--- src/rtl/seven_seg_scan.sv ---
// Time-multiplexed, double-buffered seven-segment scan driver; one digit per enable tick.
// Optional feature: define SEG_DIM_EN to add the 4-bit PWM `brightness` input.
module seven_seg_scan #(
    parameter int DIGITS         = 4,
    parameter int AN_ACTIVE_LOW  = 1,
    parameter int SEG_ACTIVE_LOW = 1
) (
    input  logic                  clock,
    input  logic                  greset,
    input  logic                  enable,
    input  logic [4*DIGITS-1:0]   value,
    input  logic [DIGITS-1:0]     dp_in,
    input  logic [DIGITS-1:0]     blank_in,
    input  logic                  load,
`ifdef SEG_DIM_EN
    input  logic [3:0]            brightness,
`endif
    output logic                  pending,
    output logic                  frame_done,
    output logic [DIGITS-1:0]     an,
    output logic [6:0]            seg,
    output logic                  dp
);

    localparam int SEL_W = $clog2(DIGITS);
    localparam logic [SEL_W-1:0]  LAST_SEL = SEL_W'(DIGITS - 1);
    localparam logic [DIGITS-1:0] AN_OFF   = (AN_ACTIVE_LOW != 0) ? {DIGITS{1'b1}} : {DIGITS{1'b0}};
    localparam logic [6:0]        SEG_OFF  = (SEG_ACTIVE_LOW != 0) ? 7'h7F : 7'h00;
    localparam logic              DP_ON    = (SEG_ACTIVE_LOW != 0) ? 1'b0 : 1'b1;

    // Active-low hex font, {g,f,e,d,c,b,a}
    function automatic logic [6:0] hex_seg(input logic [3:0] n);
        case (n)
            4'h0: hex_seg = 7'h40;
            4'h1: hex_seg = 7'h79;
            4'h2: hex_seg = 7'h24;
            4'h3: hex_seg = 7'h30;
            4'h4: hex_seg = 7'h19;
            4'h5: hex_seg = 7'h12;
            4'h6: hex_seg = 7'h02;
            4'h7: hex_seg = 7'h78;
            4'h8: hex_seg = 7'h00;
            4'h9: hex_seg = 7'h10;
            4'hA: hex_seg = 7'h08;
            4'hB: hex_seg = 7'h03;
            4'hC: hex_seg = 7'h46;
            4'hD: hex_seg = 7'h21;
            4'hE: hex_seg = 7'h06;
            default: hex_seg = 7'h0E;
        endcase
    endfunction

    logic [SEL_W-1:0]    digit_sel;
    logic                started;
    logic [4*DIGITS-1:0] sh_val, act_val;
    logic [DIGITS-1:0]   sh_dp, sh_blank, act_dp, act_blank;
    logic [DIGITS-1:0]   an_scan;

    logic                wrap;
    logic [SEL_W-1:0]    sel_next;
    logic [4*DIGITS-1:0] act_val_nxt;
    logic [DIGITS-1:0]   act_dp_nxt, act_blank_nxt, onehot;
    logic [3:0]          nib;
    logic                blank_d;
    logic [DIGITS-1:0]   scan_an;
    logic [6:0]          scan_seg;
    logic                scan_dp;

    // Decode looks at the post-commit buffer so digit 0 of a new frame shows fresh data
    always_comb begin
        wrap          = enable && (digit_sel == LAST_SEL);
        sel_next      = wrap ? '0 : digit_sel + SEL_W'(1);
        act_val_nxt   = act_val;
        act_dp_nxt    = act_dp;
        act_blank_nxt = act_blank;
        if (wrap && load) begin
            act_val_nxt   = value;
            act_dp_nxt    = dp_in;
            act_blank_nxt = blank_in;
        end else if (wrap && pending) begin
            act_val_nxt   = sh_val;
            act_dp_nxt    = sh_dp;
            act_blank_nxt = sh_blank;
        end
        nib      = act_val_nxt[4*int'(sel_next) +: 4];
        blank_d  = act_blank_nxt[sel_next];
        onehot   = DIGITS'(1) << sel_next;
        scan_an  = blank_d ? AN_OFF : ((AN_ACTIVE_LOW != 0) ? ~onehot : onehot);
        scan_seg = blank_d ? SEG_OFF : ((SEG_ACTIVE_LOW != 0) ? hex_seg(nib) : ~hex_seg(nib));
        scan_dp  = (act_dp_nxt[sel_next] && !blank_d) ? DP_ON : ~DP_ON;
    end

    always_ff @(posedge clock) begin
        if (greset) begin
            digit_sel  <= LAST_SEL;
            started    <= 1'b0;
            sh_val     <= '0;
            sh_dp      <= '0;
            sh_blank   <= '0;
            act_val    <= '0;
            act_dp     <= '0;
            act_blank  <= '0;
            pending    <= 1'b0;
            frame_done <= 1'b0;
            an_scan    <= AN_OFF;
            seg        <= SEG_OFF;
            dp         <= ~DP_ON;
        end else begin
            act_val    <= act_val_nxt;
            act_dp     <= act_dp_nxt;
            act_blank  <= act_blank_nxt;
            frame_done <= wrap && started;
            if (load) begin
                sh_val   <= value;
                sh_dp    <= dp_in;
                sh_blank <= blank_in;
            end
            if (wrap)
                pending <= 1'b0;
            else if (load)
                pending <= 1'b1;
            if (enable) begin
                digit_sel <= sel_next;
                started   <= 1'b1;
                an_scan   <= scan_an;
                seg       <= scan_seg;
                dp        <= scan_dp;
            end
        end
    end

`ifdef SEG_DIM_EN
    logic [3:0] pwm_cnt;

    // Anode gated by a free-running PWM; the scan itself is untouched
    always_ff @(posedge clock) begin
        if (greset) begin
            pwm_cnt <= 4'd0;
            an      <= AN_OFF;
        end else begin
            pwm_cnt <= pwm_cnt + 4'd1;
            an      <= (pwm_cnt >= brightness) ? AN_OFF : (enable ? scan_an : an_scan);
        end
    end
`else
    assign an = an_scan;
`endif

endmodule
--- config.mk ---
export PLATFORM = sky130hd
export DESIGN_NAME = seven_seg_scan
export DESIGN_NICKNAME = d
export VERILOG_FILES = /design/src/rtl/seven_seg_scan.sv
export SDC_FILE = /design/constraint.sdc
export NUM_CORES = 1
export LEC_CHECK = 0
export BUFFER_PORTS_ARGS = -buffer_cell sky130_fd_sc_hd__buf_2
export CAP_MARGIN = 15
export CORE_MARGIN = 4
export CORE_UTILIZATION = 55
export CTS_CLUSTER_DIAMETER = 30
export DETAILED_ROUTE_END_ITERATION = 12
export GPL_ROUTABILITY_DRIVEN = 0
export GPL_TIMING_DRIVEN = 0
export PLACE_DENSITY = 0.88
export SLEW_MARGIN = 15
export SYNTH_ARGS = -nofsm -noshare
export SYNTH_HDL_FRONTEND = slang
export SYNTH_SLANG_ARGS = --single-unit
--- constraint.sdc ---
create_clock -name clock -period 3.26 [get_ports clock]
set_clock_uncertainty 0.15 [all_clocks]
set_input_delay 0.489 -clock clock [delete_from_list [all_inputs] [get_ports clock]]
set_output_delay 0.489 -clock clock [all_outputs]
set_load 0.01 [all_outputs]
Yosys cells after proc, flatten, opt, wreduce, memory -nomap -nowiden
Memories as Yosys holds them, arrays and structs flattened.
Cells that the tools add are included.

cells by class
  add/sub/neg operators = 1
  eq/ne operators = 1
  reduce and logical (&&, ||, !) cells = 7
  order comparisons = 1
  bitwise logic cells = 1
  shifts and indexed selects = 2
  muxes and demuxes = 14

operators with widths
  kind                                                                  number
  16-bit two-way mux                                                    2
  4-bit two-way mux                                                     5
  16-bit by 5-bit variable part select with 4-bit output                1
  7-bit two-way mux                                                     1
  1-bit logical AND                                                     5
  1-bit binary-select mux with 2-bit select                             2
  4-bit NOT                                                             1
  1-bit by 2-bit << shifter with 4-bit output, first input constant     1
  2-bit by 3-bit < comparator with 1-bit output, second input constant  1
  1-bit two-way mux                                                     3
  2-bit by 1-bit adder with 2-bit output, second input constant         1
  2-bit == test, second input constant                                  1
  2-bit two-way mux                                                     1
  2-bit OR reduction                                                    1
  1-bit logical NOT                                                     1

word-level totals
  bits of input ports = 28
  memories = 1
  register bits after elaboration = 65
  output and inout port bits = 14
  word-level logic and storage cells = 41
  memory bits (read-only) = 112

memories
  name             words  width  read ports  clocked after Yosys merged registers in  write ports  RTL line  source
  (no name shown)  16     7      1           0                                        0            33        case (n)

Depth between registers and ports, before layout
  word-level depth = 10
  depth in mapped cells = 14
  depth with buffers taken out = 12

Worst setup path before layout
Ideal clock, no wire load.

  kind = reg-to-reg
  start = reg digit_sel[0]
  end = reg seg[2]
  cell stages (with the launch flop) = 13
  setup time = 0.074 ns
  data required time = 3.036 ns
  arrival time = 2.443 ns
  clock period less this slack = 2.667 ns
  path buffers = 2
  setup slack = 0.593 ns
  cell sequence = dfxtp_1 -> ha_1 -> buf_6 -> buf_6 -> nand4_1 -> a21oi_1 -> a221oi_1 -> mux2i_1 -> mux2i_2 -> inv_1 -> ha_1 -> or3_1 -> a31oi_1

on the way
  cells in the longest elaborated chain, start to end = 8
  elaborated cells between the ends (all ways) = 15
  classes of those cells = add/sub (1); eq/ne (1); shift (1); mux (8); reduce/logical (3); memory (1)

RTL lines
  what                                                                                                                        RTL line  source
  start, declared                                                                                                             53        logic [SEL_W-1:0] digit_sel;
  start signal, assigned                                                                                                      123       digit_sel <= sel_next;
  2-bit == test                                                                                                               71        wrap = enable && (digit_sel == LAST_SEL);
  1-bit logical AND                                                                                                           71
  1-bit logical AND                                                                                                           80        end else if (wrap && pending) begin
  16-bit two-way mux / 4-bit two-way mux (equally long branches)                                                              80
  16-bit two-way mux / 4-bit two-way mux (equally long branches)                                                              76        if (wrap && load) begin
  16-bit by 5-bit variable part select with 4-bit output / 1-bit binary-select mux with 2-bit select (equally long branches)  85, 86
  memory read 16 x 7 bit / 1-bit two-way mux (equally long branches)                                                          -
  7-bit two-way mux (*)                                                                                                       89        scan_seg = blank_d ? SEG_OFF : ((SEG_ACTIVE_LOW != 0) ? hex_seg(nib) : ~hex_seg(nib));
  end signal, assigned                                                                                                        126       seg <= scan_seg;
  end, declared                                                                                                               21        output logic [6:0] seg,

Mark *: on every way between the ends. The rest lies on a longest branch, timed or not. The select of a mux whose other input is x is not followed.
A chain may end at the register's enable or synchronous reset.

Worst setup path in the final report
  start = reg digit_sel[1]
  end = reg seg[2]

The elaborated chain is that of the path after synthesis.

==> flow_summary.ini <==
[yosys]
syn_avg_cell_area_um2 = 8.83
ys.flop_type = dfxtp_1
synthCells = 380
ys_async_sr_fraction_pct = 0
synth_nets = 418
synthesis.area_um2 = 3360
ys_warn_count = 0
synth-edff-count = 0
seq_area_frac_synth_pct = 38.8
yosysUniqueCellTypes = 56
ys_seq_elements = 65

[sta]
hold_viol = 0
period_needed_ns = 3.10
setup_tns_ns = 0
setup_viol = 0
max_freq_mhz = 323
rsz0062_at_grt = false
period_share_pct = 94.9
max-slew-margin-rel_pct = 50.7
worstMarginPinSlew_ns = 0.740
finalWorstSetupSlack_ns = 0.165
maxSlewViolCount = 0

[min_path]
whs_path_depth = 3
min_to = sh_val[5]
hp-class = in2reg
hold_start = value[5]

[setup_path]
endpoint_kind = flip-flop
reg2reg_from = digit_sel[1]
worstPathMaxFanout = 10
r2r_end = seg[2]
cp.arrival_ns = 3.22
crit_path_start = digit_sel[1]
rrSetupSlack_ns = 0.16
worstPathRequired_ns = 3.39
crit_path_start_kind = flip-flop
path_class = reg2reg
r2r_cells = 11

[clock_network]
path_clk_slew_ns = 0.07
htreeDepth = 3
clock-sinks = 65
cts_tree = yes
holdBufCountCts = 0
cts-resized-gates = 0
postCtsSetupBuffers = 0
clockRootBuffer = clkbuf_8
clock_path_buffers = 2
clock_latency_ns = 0.34
cts_made_buffers = 9

[drt]
finalWirelength_mm = 8.68
via_count = 3136
via_per_inst = 6.19
drt-initial-drc-count = 308
first_pass_iters = 5
drc = 0
drtAntennaViolNets = 0
wl_per_cell_um = 17.1

[final_layout]
utilization_pct = 64.1
finalNetCount = 469
area_growth_pct = 13.1
n_antenna_cell = 0
drive_gt1_share_pct = 19.9
layout.cells.non_filler = 507

[place]
port_buffers = 40
place.detailed.hpwl_mm = 6.02
place_ws_ns = 0.147
dpl.cell_count = 495

[global_route]
grt_max_degree = 11
track_usage_pct = 24.9
overflow = 0
grt_pass1_wl_mm = 14.5
grt_pass1_vias = 3076
antenna_found_initial = 0

[power]
powerDensity_nw_per_um2 = 512
p_leak_nw = 1.57
vdd_drop_max_mv = 0.322
total_power_w = 0.00194

[run_status]
outcome = completed

[flow_run]
drv_cap = 0

[die]
rows = 28
design.die.area_um2 = 7410
boundaryPins = 42
die_h_um = 86.1
die_width_um = 86.1
start_util_pct = 56.7
core-area_um2 = 5920
synth_stat cells (7+ instances only):
cell type,instances,area share (%)
a21oi_1,24,3.6
a221oi_1,9,2.3
buf_2,7,1.0
clkbuf_1,9,1.0
dfxtp_1,65,39
ha_1,10,3.7
inv_1,7,0.78
mux2i_1,34,10
nand2_1,26,2.9
nand2b_1,15,2.8
nand4_1,8,1.5
nor2_1,64,7.2
nor3_1,7,1.0
report_power, final:
group	leakage (nW)	switching, W	internal [W]
Sequential	0.535	0.0000358	0.000858
Clock	0.0737	0.000289	0.000256
Combinational	0.959	0.000292	0.000212
Total	1.57	0.000617	0.00133
flip-flops by register name, indices dropped and copies added, names as in the netlist:
name / flops
digit_sel: 2
act_val: 16
started: 1
act_dp: 4
pending: 1
an: 4
sh_val: 16
dp: 1
seg: 7
sh_dp: 4
act_blank: 4
sh_blank: 4
frame_done: 1
critical path, cell delays in order (launching register included):
cell	delay, ns
dfxtp_1	0.37
ha_1	0.24
buf_6	0.18
nand2_4	0.07
buf_6	0.15
a221oi_1	0.45
mux2i_1	0.20
mux2i_4	0.31
inv_1	0.11
ha_1	0.26
or3_1	0.39
a31oi_1	0.16
per-stage QoR:
| stage | hold WS [ns] | area [um^2] |
|---|---|---|
| detailed placement | 0.299 | 3650 |
| global placement | 0.290 | 3650 |
| global route | 0.271 | 3800 |
| CTS | 0.238 | 3790 |
| floorplan | 0.277 | 3360 |
| finish | 0.247 | 3800 |
cell usage in the layout (no fill, tap or decap), drive strengths merged, types with 2 or more instances in the layout:
cell / n
mux2: 2
buf: 63
o221ai: 6
a21oi: 26
a311oi: 2
dfxtp: 65
o22ai: 6
and3: 2
nand4b: 6
nand2: 28
nor2: 64
a211oi: 3
clkinv: 2
inv: 7
mux2i: 35
o22a: 2
clkbuf: 19
ha: 10
nand3: 5
a31oi: 2
nor3: 7
o211ai: 7
or3: 4
nand2b: 15
nand4: 8
a221oi: 9
and2: 2
o21ai: 10
area by class of cell:
cell class / count / area [um^2]
fill: 496 / 2120
tap: 75 / 93.8
sequential: 65 / 1300
buffer: 32 / 208
clock buffer: 10 / 128
inverter: 7 / 26.3
clock inverter: 2 / 10.0
timing repair buffer: 40 / 200
multi-input combinational: 276 / 1830
routing by layer:
metal | track usage [%] | routed length (um) | share of wire (%)
met5 | 0 | 0 | 0
met4 | 13.4 | 247 | 2.8
met3 | 5.09 | 799 | 9.2
met2 | 38.4 | 3990 | 46
met1 | 32.6 | 3650 | 42
worst max-delay path by stage:
| stage | to | slack, ns |
|---|---|---|
| 2_1_floorplan | seg[2] | 0.59 |
| 3_3_place_gp | seg[2] | 0.21 |
| 3_5_place_dp | seg[2] | 0.15 |
| 4_1_cts | seg[2] | 0.16 |
| 5_1_grt | seg[2] | 0.01 |
| 6_report | seg[2] | 0.16 |
cells by family (layout without fill, tap and decap cells):
family                     Yosys count  in the layout  synth area share, %
AOI/OAI and AO/OA                   82             82                 17.6
adders and majority gates           10             10                 3.73
buffers and inverters               39             91                 6.97
DFF                                 65             65                 38.8
muxes                               38             38                 11.9
and+or+nand+nor                    146            146                 21.1
(Power assumes the default switching activity.)
